==> src/rtl/mips_ctrl_pkg.sv <==
// Shared encodings for the multicycle MIPS control path: states, opcodes,
// ALU/mux select codes and the bundle of control outputs.
package mips_ctrl_pkg;

  typedef enum logic [3:0] {
    FETCH  = 4'd0,
    DECODE = 4'd1,
    MEMADR = 4'd2,
    MEMRD  = 4'd3,
    MEMWB  = 4'd4,
    MEMWR  = 4'd5,
    EXEC   = 4'd6,
    ALUWB  = 4'd7,
    BEQ    = 4'd8,
    ADDIEX = 4'd9,
    ADDIWB = 4'd10,
    JUMP   = 4'd11
  } state_t;

  localparam logic [5:0] OP_RTYPE = 6'b000000;
  localparam logic [5:0] OP_LW    = 6'b100011;
  localparam logic [5:0] OP_SW    = 6'b101011;
  localparam logic [5:0] OP_BEQ   = 6'b000100;
  localparam logic [5:0] OP_ADDI  = 6'b001000;
  localparam logic [5:0] OP_J     = 6'b000010;

  localparam logic [1:0] ALUOP_ADD   = 2'b00;
  localparam logic [1:0] ALUOP_SUB   = 2'b01;
  localparam logic [1:0] ALUOP_FUNCT = 2'b10;

  localparam logic [1:0] ALUB_REG    = 2'b00;
  localparam logic [1:0] ALUB_FOUR   = 2'b01;
  localparam logic [1:0] ALUB_IMM    = 2'b10;
  localparam logic [1:0] ALUB_BRANCH = 2'b11;

  localparam logic [1:0] PCSRC_ALU    = 2'b00;
  localparam logic [1:0] PCSRC_ALUOUT = 2'b01;
  localparam logic [1:0] PCSRC_JUMP   = 2'b10;

  typedef struct packed {
    logic       pc_en;
    logic       iord;
    logic       mem_read;
    logic       mem_write;
    logic       ir_write;
    logic       reg_dst;
    logic       mem_to_reg;
    logic       reg_write;
    logic       alu_src_a;
    logic [1:0] alu_src_b;
    logic [1:0] alu_op;
    logic [1:0] pc_source;
    logic       instr_done;
    logic       illegal_op;
  } ctrl_t;

endpackage

==> src/rtl/multicycle_main_control_if.sv <==
// Signal bundle between the main control FSM (master) and the datapath (slave).
interface multicycle_main_control_if;
  logic [5:0] opcode;
  logic       zero;
  logic       mem_ready;
  logic       pc_en;
  logic       iord;
  logic       mem_read;
  logic       mem_write;
  logic       ir_write;
  logic       reg_dst;
  logic       mem_to_reg;
  logic       reg_write;
  logic       alu_src_a;
  logic [1:0] alu_src_b;
  logic [1:0] alu_op;
  logic [1:0] pc_source;
  logic       instr_done;
  logic       illegal_op;
  logic [3:0] state;

  modport master (
    input  opcode, zero, mem_ready,
    output pc_en, iord, mem_read, mem_write, ir_write, reg_dst, mem_to_reg,
           reg_write, alu_src_a, alu_src_b, alu_op, pc_source, instr_done,
           illegal_op, state
  );

  modport slave (
    output opcode, zero, mem_ready,
    input  pc_en, iord, mem_read, mem_write, ir_write, reg_dst, mem_to_reg,
           reg_write, alu_src_a, alu_src_b, alu_op, pc_source, instr_done,
           illegal_op, state
  );
endinterface

==> src/rtl/multicycle_main_control.sv <==
// Main control FSM of the multicycle MIPS datapath: Moore decode of the state
// register, with pc_en gated by zero in BEQ and memory strobes gated by mem_ready.
module multicycle_main_control
  import mips_ctrl_pkg::*;
#(
  parameter bit USE_MEM_READY = 1'b1
) (
  input  logic                           clk,
  input  logic                           rst,
  multicycle_main_control_if.master      bus
);

  state_t state_q;
  state_t state_d;
  ctrl_t  ctrl;
  logic   ready;

  assign ready = USE_MEM_READY ? bus.mem_ready : 1'b1;

  // NOTE: state registers use non-blocking assignment so every flop samples
  // pre-edge values; the combinational block below uses blocking only.
  always_ff @(posedge clk) begin
    if (rst) state_q <= FETCH;
    else     state_q <= state_d;
  end

  always_comb begin
    // NOTE: defaults first so no path through the case leaves a signal
    // unassigned, which would otherwise infer a latch.
    state_d = FETCH;
    ctrl    = '0;
    unique case (state_q)
      FETCH: begin
        ctrl.mem_read  = 1'b1;
        ctrl.alu_src_b = ALUB_FOUR;
        ctrl.alu_op    = ALUOP_ADD;
        ctrl.pc_source = PCSRC_ALU;
        ctrl.ir_write  = ready;
        ctrl.pc_en     = ready;
        state_d        = ready ? DECODE : FETCH;
      end
      DECODE: begin
        ctrl.alu_src_b = ALUB_BRANCH;
        ctrl.alu_op    = ALUOP_ADD;
        unique case (bus.opcode)
          OP_RTYPE:     state_d = EXEC;
          OP_LW, OP_SW: state_d = MEMADR;
          OP_BEQ:       state_d = BEQ;
          OP_ADDI:      state_d = ADDIEX;
          OP_J:         state_d = JUMP;
          default: begin
            state_d         = FETCH;
            ctrl.illegal_op = 1'b1;
            ctrl.instr_done = 1'b1;
          end
        endcase
      end
      MEMADR: begin
        ctrl.alu_src_a = 1'b1;
        ctrl.alu_src_b = ALUB_IMM;
        ctrl.alu_op    = ALUOP_ADD;
        state_d        = (bus.opcode == OP_LW) ? MEMRD : MEMWR;
      end
      MEMRD: begin
        ctrl.iord     = 1'b1;
        ctrl.mem_read = 1'b1;
        state_d       = ready ? MEMWB : MEMRD;
      end
      MEMWB: begin
        ctrl.reg_write  = 1'b1;
        ctrl.mem_to_reg = 1'b1;
        ctrl.instr_done = 1'b1;
      end
      MEMWR: begin
        ctrl.iord       = 1'b1;
        ctrl.mem_write  = 1'b1;
        ctrl.instr_done = ready;
        state_d         = ready ? FETCH : MEMWR;
      end
      EXEC: begin
        ctrl.alu_src_a = 1'b1;
        ctrl.alu_src_b = ALUB_REG;
        ctrl.alu_op    = ALUOP_FUNCT;
        state_d        = ALUWB;
      end
      ALUWB: begin
        ctrl.reg_write  = 1'b1;
        ctrl.reg_dst    = 1'b1;
        ctrl.instr_done = 1'b1;
      end
      BEQ: begin
        ctrl.alu_src_a  = 1'b1;
        ctrl.alu_src_b  = ALUB_REG;
        ctrl.alu_op     = ALUOP_SUB;
        ctrl.pc_source  = PCSRC_ALUOUT;
        ctrl.pc_en      = bus.zero;
        ctrl.instr_done = 1'b1;
      end
      ADDIEX: begin
        ctrl.alu_src_a = 1'b1;
        ctrl.alu_src_b = ALUB_IMM;
        ctrl.alu_op    = ALUOP_ADD;
        state_d        = ADDIWB;
      end
      ADDIWB: begin
        ctrl.reg_write  = 1'b1;
        ctrl.instr_done = 1'b1;
      end
      JUMP: begin
        ctrl.pc_source  = PCSRC_JUMP;
        ctrl.pc_en      = 1'b1;
        ctrl.instr_done = 1'b1;
      end
      default: ;  // encodings 12-15 recover to FETCH with everything off
    endcase
    // Reset blanks all outputs in the reset cycle so an abandoned
    // instruction cannot write anything.
    if (rst) ctrl = '0;
  end

  assign bus.pc_en      = ctrl.pc_en;
  assign bus.iord       = ctrl.iord;
  assign bus.mem_read   = ctrl.mem_read;
  assign bus.mem_write  = ctrl.mem_write;
  assign bus.ir_write   = ctrl.ir_write;
  assign bus.reg_dst    = ctrl.reg_dst;
  assign bus.mem_to_reg = ctrl.mem_to_reg;
  assign bus.reg_write  = ctrl.reg_write;
  assign bus.alu_src_a  = ctrl.alu_src_a;
  assign bus.alu_src_b  = ctrl.alu_src_b;
  assign bus.alu_op     = ctrl.alu_op;
  assign bus.pc_source  = ctrl.pc_source;
  assign bus.instr_done = ctrl.instr_done;
  assign bus.illegal_op = ctrl.illegal_op;
  assign bus.state      = rst ? 4'd0 : state_q;

endmodule

==> src/flat_wrapper.sv <==
// flat-port wrapper written by rule: the top's interface ports become plain ports
module multicycle_main_control_flat import mips_ctrl_pkg::*;
#(
  parameter bit USE_MEM_READY = 1'b1
)
  (clk, rst, bus_opcode, bus_zero, bus_mem_ready, bus_pc_en, bus_iord, bus_mem_read, bus_mem_write, bus_ir_write, bus_reg_dst, bus_mem_to_reg, bus_reg_write, bus_alu_src_a, bus_alu_src_b, bus_alu_op, bus_pc_source, bus_instr_done, bus_illegal_op, bus_state);
  multicycle_main_control_if bus_i ();
  input  logic clk;
  input  logic rst;
  input wire logic [$bits(bus_i.opcode)-1:0] bus_opcode;
  input wire logic [$bits(bus_i.zero)-1:0] bus_zero;
  input wire logic [$bits(bus_i.mem_ready)-1:0] bus_mem_ready;
  output wire logic [$bits(bus_i.pc_en)-1:0] bus_pc_en;
  output wire logic [$bits(bus_i.iord)-1:0] bus_iord;
  output wire logic [$bits(bus_i.mem_read)-1:0] bus_mem_read;
  output wire logic [$bits(bus_i.mem_write)-1:0] bus_mem_write;
  output wire logic [$bits(bus_i.ir_write)-1:0] bus_ir_write;
  output wire logic [$bits(bus_i.reg_dst)-1:0] bus_reg_dst;
  output wire logic [$bits(bus_i.mem_to_reg)-1:0] bus_mem_to_reg;
  output wire logic [$bits(bus_i.reg_write)-1:0] bus_reg_write;
  output wire logic [$bits(bus_i.alu_src_a)-1:0] bus_alu_src_a;
  output wire logic [$bits(bus_i.alu_src_b)-1:0] bus_alu_src_b;
  output wire logic [$bits(bus_i.alu_op)-1:0] bus_alu_op;
  output wire logic [$bits(bus_i.pc_source)-1:0] bus_pc_source;
  output wire logic [$bits(bus_i.instr_done)-1:0] bus_instr_done;
  output wire logic [$bits(bus_i.illegal_op)-1:0] bus_illegal_op;
  output wire logic [$bits(bus_i.state)-1:0] bus_state;
  assign bus_i.opcode = bus_opcode;
  assign bus_i.zero = bus_zero;
  assign bus_i.mem_ready = bus_mem_ready;
  assign bus_pc_en = bus_i.pc_en;
  assign bus_iord = bus_i.iord;
  assign bus_mem_read = bus_i.mem_read;
  assign bus_mem_write = bus_i.mem_write;
  assign bus_ir_write = bus_i.ir_write;
  assign bus_reg_dst = bus_i.reg_dst;
  assign bus_mem_to_reg = bus_i.mem_to_reg;
  assign bus_reg_write = bus_i.reg_write;
  assign bus_alu_src_a = bus_i.alu_src_a;
  assign bus_alu_src_b = bus_i.alu_src_b;
  assign bus_alu_op = bus_i.alu_op;
  assign bus_pc_source = bus_i.pc_source;
  assign bus_instr_done = bus_i.instr_done;
  assign bus_illegal_op = bus_i.illegal_op;
  assign bus_state = bus_i.state;
  multicycle_main_control #(.USE_MEM_READY(USE_MEM_READY)) u_core (.clk(clk), .rst(rst), .bus(bus_i));
endmodule
==> config.mk <==
export PLATFORM = sky130hd
export DESIGN_NAME = multicycle_main_control_flat
export DESIGN_NICKNAME = d
export VERILOG_FILES = /design/src/rtl/mips_ctrl_pkg.sv /design/src/rtl/multicycle_main_control_if.sv /design/src/rtl/multicycle_main_control.sv /design/src/flat_wrapper.sv
export SDC_FILE = /design/constraint.sdc
export NUM_CORES = 1
export LEC_CHECK = 0
export ABC_AREA = 1
export CAP_MARGIN = 20
export CORE_UTILIZATION = 25
export CTS_CLUSTER_DIAMETER = 120
export DETAILED_ROUTE_END_ITERATION = 7
export SLEW_MARGIN = 20
export SYNTH_ARGS = -nofsm -noshare
export SYNTH_HDL_FRONTEND = slang
export SYNTH_SLANG_ARGS = --single-unit
==> constraint.sdc <==
create_clock -name clk -period 1.4 [get_ports clk]
set_input_delay 0.28 -clock clk [delete_from_list [all_inputs] [get_ports clk]]
set_output_delay 0.28 -clock clk [all_outputs]
set_load 0.1 [all_outputs]
==> qor.yml <==
run_status:
  status: "complete, but fails checks"
  violations: "setup timing"
pwr:
  switching_share_pct: 45.4
  comb_power_share_pct: 60.6
  total_power_uw: 690
  clock_power_share_pct: 21.9
  p_int_uw: 377
  max-vdd-ir-drop_uv: 474
  p_sw_uw: 313
  pwr-share-seq_pct: 17.5
  powerDensity_nw_per_um2: 370
  p_leak_uw: 0.000803
synth:
  ys_seq_area_share_pct: 13.7
  syn-num-nets: 128
  syn_inst: 118
  ys_ff_latch: 4
  yosysWarnings: 0
  yosysUniqueCellTypes: 17
  synth_area_um2: 586
  avgSynthCellArea_um2: 4.96
global_route:
  grt_first_pass_wirelength_mm: 4.36
  antenna_found_initial: 0
  groute.usage.overall_pct: 23.2
  globalRouteOverflowTotal: 0
  grt_pass1_vias: 1028
  grt_max_degree: 14
timing:
  rsz0062_at_grt: "yes"
  clock.fmax_ghz: 0.568
  period_needed_ns: 1.76
  slew_violations: 0
  maxSlewHeadroom_pct: 86.0
  post-route-period-util_pct: 126
  setup_ws_ns: -0.362
  hold_ws_ns: 0.464
  worst_pin_slew_ns: 0.210
  skew_ns: 0.00939
  setup-violations-final: 21
  hold_viol_final: 0
  fin_setup_tns_ns: -4.60
placed_design:
  place.gp.congestion: 0.823
  io_buffers: 30
  dp_hpwl_mm: 1.99
  dp_slack_ns: -0.693
  place_area_um2: 1520
floorplanning:
  fp.coreArea_um2: 2210
  ioPinCount: 31
  row_count: 17
  dieArea_um2: 2540
  die_y_um: 50.4
  start_util_pct: 26.5
  die_w_um: 50.4
layout:
  final_area_um2: 1870
  largest_reg_flops: 4
  regArea_um2: 92.6
  nFillCells: 122
  n_antenna_cell: 0
  top_regs: "u_core.state_q x4"
  top_register: "u_core.state_q"
  nets: 202
  multi_input_area_um2: 771
  layout-drive-gt1-share_pct: 74.2
  areaGrowthSynthToFinish_pct: 219
clock_tree:
  insertion_delay_ns: 0.24
  htree_levels: 1
  cts_tree: "yes"
  clockBufferDepth: 2
  path_clk_slew_ns: 0.05
  cts_sinks: 4
  root_buffer: "clkbuf_4"
  cts_inserted_buffers: 3
  hold_buffers: 0
critical_path:
  worstPathCellList: "nor2_4, inv_4, nor2_4, nand3_4, nor2_4, nor2_2, nor2_4, buf_12"
  critPathMaxStageDelay_ns: 0.34
  worstPathArrival_ns: 1.48
  critPathBufInv: 2
  criticalPathCategory: "flop to output port"
  path_common_cell: "nor2_4"
  crit_slowest_cell: "dfxtp_2"
  worstPathMaxFanout: 4
  cp-start-kind: "flop"
  crit_required_ns: 1.12
  critPathTopFamily: "simple AND/OR/NAND/NOR gates"
  worstSetupEndpointType: "output port"
routing:
  via_per_inst: 5.09
  num_vias: 1110
  drtAntennaViolNets: 0
  drc: 0
  routed_wirelength_mm: 3.38
  drtIter0Drc: 20
  post_drt_wl_per_cell_um: 15.5
  firstDrtPassIters: 4
job:
  max_cap_viol_count: 0
worst_hold_path:
  hold_class: "input pin to flop"
-- worst min-delay path, stage by stage --
cell     delay (ns)
buf_2          0.13
buf_12         0.18
a21oi_1        0.06
-- path summary, 6_finish.rpt --
path	from	endpoint	slack (ns)	cells after the start
max	u_core.state_q[3]	bus_instr_done	-0.36	8
min	rst	u_core.state_q[3]	0.46	3
max reg2reg	u_core.state_q[0]	u_core.state_q[2]	-0.02	9
min reg2reg	u_core.state_q[0]	u_core.state_q[1]	0.83	5
-- per-stage QoR --
stage,util [%],instances
after floorplan,-,118
after global placement,68.8,200
after detailed placement,68.8,200
after CTS,77.4,215
after global routing,84.4,218
final,84.4,218
-- per-layer routing --
metal	vias up	part of all wire [%]	track usage, %
met1	516	34	22.8
met3	20	5.2	6.06
met4	0	5.3	15.3
li1	517	-	-
met2	57	55	42.2
met5	-	0	0
-- synth_stat cells --
library cell  instances  area [µm²]
nor2_4                2        22.5
o21ai_0               1        5.00
inv_2                 1        3.75
nand2_2               3        18.8
nand3_1              13        65.1
nand2_1              25        93.8
nor3_1                4        20.0
a21oi_1               4        20.0
nand4_1               2        12.5
dfxtp_1               4        80.1
nor2_2                4        25.0
inv_1                17        63.8
nor2_1               33         124
o21a_1                1        7.51
a31oi_1               1        6.26
nand3_2               1        10.0
clkbuf_1              2        7.51
-- cell families (layout without fill, tap and decap cells) --
logic type             after synthesis  after routing  synth area share (%)
DFF                                  4              4                  13.7
AOI/OAI and AO/OA                    7              7                  6.62
and+or+nand+nor                     87             87                  66.9
buffers and inverters               20             92                  12.8
-- cell type report --
class / count / share of cell area, %
Inverter: 18 / 5.09
Sequential cell: 4 / 4.96
Tap cell: 28 / 1.88
Timing Repair Buffer: 71 / 45.6
Multi-Input combinational cell: 94 / 41.3
Clock buffer: 3 / 1.21
-- cells in the final DEF (no fill, tap or decap), types with 2 or more instances in the layout --
cell / Yosys / final
a21oi_1: 4 / 3
buf_12: 0 / 23
buf_2: 0 / 2
buf_4: 0 / 33
buf_6: 0 / 7
clkbuf_4: 0 / 3
clkdlybuf4s50_1: 0 / 2
clkinvlp_4: 0 / 2
dfxtp_4: 0 / 3
dlygate4sd2_1: 0 / 4
inv_1: 17 / 6
inv_2: 1 / 4
inv_4: 0 / 4
inv_6: 0 / 2
nand2_1: 25 / 16
nand2_2: 3 / 7
nand2_4: 0 / 5
nand3_1: 13 / 6
nand3_2: 1 / 5
nand3_4: 0 / 3
nand4_1: 2 / 2
nor2_1: 33 / 9
nor2_2: 4 / 8
nor2_4: 2 / 22
nor3_4: 0 / 4
-- timing repair --
action                     CTS  global route
setup buffers               14             4
pin swaps                   13            14
setup endpoints to repair   21            24
gates resized for setup     40            42
-- power groups by stage --
stage | sequential [µW] | clock [µW] | combinational, µW
after global placement | 121 | 0 | 344
after floorplan | 121 | 0 | 198
after detailed placement | 122 | 0 | 351
after global routing | 121 | 161 | 435
after CTS | 121 | 148 | 381
final | 121 | 151 | 419
Power figures use the tool's default switching activity.
==> RTL edit (same flow settings) <==
Reset style: asynchronous (`rst`), changed in one clocked block.
--- a/src/rtl/multicycle_main_control.sv
+++ b/src/rtl/multicycle_main_control.sv
@@ -19,7 +19,7 @@
 
   // NOTE: state registers use non-blocking assignment so every flop samples
   // pre-edge values; the combinational block below uses blocking only.
-  always_ff @(posedge clk) begin
+  always_ff @(posedge clk or posedge rst) begin
     if (rst) state_q <= FETCH;
     else     state_q <= state_d;
   end
Behaviour: same outputs for any inputs over 10 cycles, from zero or initial values and one cycle with rst high; that may be too few to reach the edited logic, so the function may still have changed.
==> RTL edit against the unedited design <==
- the run still ends with setup timing left
- area after synthesis decreased by 0.64%
- critical path type unchanged
- cell count down 2.3%
- sequential cell count did not move
- global-route usage shrank 0.41 points
- routed wire length is 15% lower
- setup slack lost 140 ps
- design area increased by 0.80%
- critical path depth unchanged
- highest routed layer unchanged
Power is not compared: it rests on default switching activity, and its combinational part moved more than twofold at a synthesized area within 25%.
==> RTL edit: results (changes against the unedited design) <==
status -> finished, violations left
failing checks -> setup timing
reg-to-reg endpoint -> u_core.state_q[0]
share of layout cells above drive strength 1 -> 0.741 (-0.00156)
WL met1 -> 1090 um (-5.4%)
met3 Use GR -> 0.0273 (-0.0333)
Worst Hold Class -> in2async
Die ar. -> 0.00252 mm^2 (-0.61%)
Post-DP HPWL -> 1920 um (-3.2%)
routed via count -> 1031 (-7.1%)
max incr delay on CP -> 450 ps (+110 ps)
endpoints failing setup -> 22 (+4.8%)
met3 WL post-DR -> 81 um (-54%)
global-route wire length before repair -> 4280 um (-1.7%)
Clock Latency Late Sink -> 260 ps (+20 ps)
cell count after synthesis -> 111 (-5.9%)
Least-Margin Pin Slew -> 355 ps (+145 ps)
Net Count, Synth -> 121 (-5.5%)
M2 GR Usage -> 0.476 (+0.0533)
post-synthesis sequential area ratio -> 0.172 (+0.0353)
DRT iter0 DRCs -> 13 (-35%)
Final nets -> 197 (-2.5%)
Compound-Gate Fraction of Synth Area -> 0.131 (+0.0649)
top post-synthesis cells by area -> dfrtp_1, nor2_1, nand2_1, inv_1, nand3_1
GP Congestion -> 0.778 (-5.4%)
fin worst setup slack -> -501 ps (-140 ps)
vias per cell -> 4.84 (-4.9%)
met2 WL -> 1600 um (-15%)
main flop type after synthesis -> dfrtp_1
Place WS -> -590 ps (+103 ps)
Synth cell types -> 18 (+1)
Post-synth top cells -> nor2_1, nand2_1, inv_1, nand3_1, nor2_2
vias in the first global route -> 1062 (+3.3%)
met1 Usage GRT -> 0.195 (-0.0326)
instance area at placement -> 0.00163 mm^2 (+7.3%)
Slowest-stage cell, CP -> dfrtp_2
DR WL/cell -> 13.5 um (-13%)
post-route setup TNS -> -7120 ps (-2520 ps)
RTL edit: changes by cell type after synthesis, moves of 4 or more:
cell,change
nor2_1,-7
nand3_1,-4
dfrtp_1,+4
dfxtp_1,-4
RTL edit: logic make-up (layout without fill, tap and decap cells):
kind of cell           count (synthesis)  in the layout
AO/OA/AOI/OAI                         13             13
flip-flops                             4              4
buffers and inverters                 22             96
AND/OR/NAND/NOR                       72             72
RTL edit: how the worst max path moves through the flow:
stage	slack, ps	to	cells past startpoint	start
floorplan	-500	bus_illegal_op	5	u_core.state_q[2]
global placement	-480	bus_instr_done	8	bus_opcode[5]
detailed placement	-590	bus_instr_done	8	bus_opcode[5]
CTS	-450	bus_pc_en	8	u_core.state_q[3]
global route	-560	bus_reg_write	8	u_core.state_q[2]
finish	-500	bus_reg_write	8	u_core.state_q[2]
RTL edit: power by group:
part / internal [mW] / switching (mW)
clock network: 0.0967 / 0.0602
logic: 0.570 / 0.849
registers: 0.134 / 0.0403
RTL edit: worst max-delay path: cells and delay by family, from the launching register on:
kind | cells | cell delay, ps
DFF | 1 | 450
and+or+nand+nor | 3 | 220
AOI/OAI and AO/OA | 1 | 160
buffers and inverters | 4 | 530
RTL edit: per-stage QoR:
step / util / hold slack [ps]
finish: 0.851 / 300
global route: 0.851 / 330
global placement: 0.738 / 612
detailed placement: 0.738 / 607
CTS: 0.795 / 271
floorplan: - / 347
RTL edit: cell type report:
cell class	instances	area (um^2)
repair buffers	73	885
multi-input cells	85	741
fillers	115	329
flip-flops and latches	4	105
inverters	20	95.1
well taps	28	35.0
clock buffers	3	22.5
RTL edit: timing repair:
action	in CTS	in global routing
endpoints found under the setup margin	21	23
hold endpoints to repair	0	0
pin swaps	11	14
resized for setup	27	33
cloned	0	0
buffers inserted	6	7
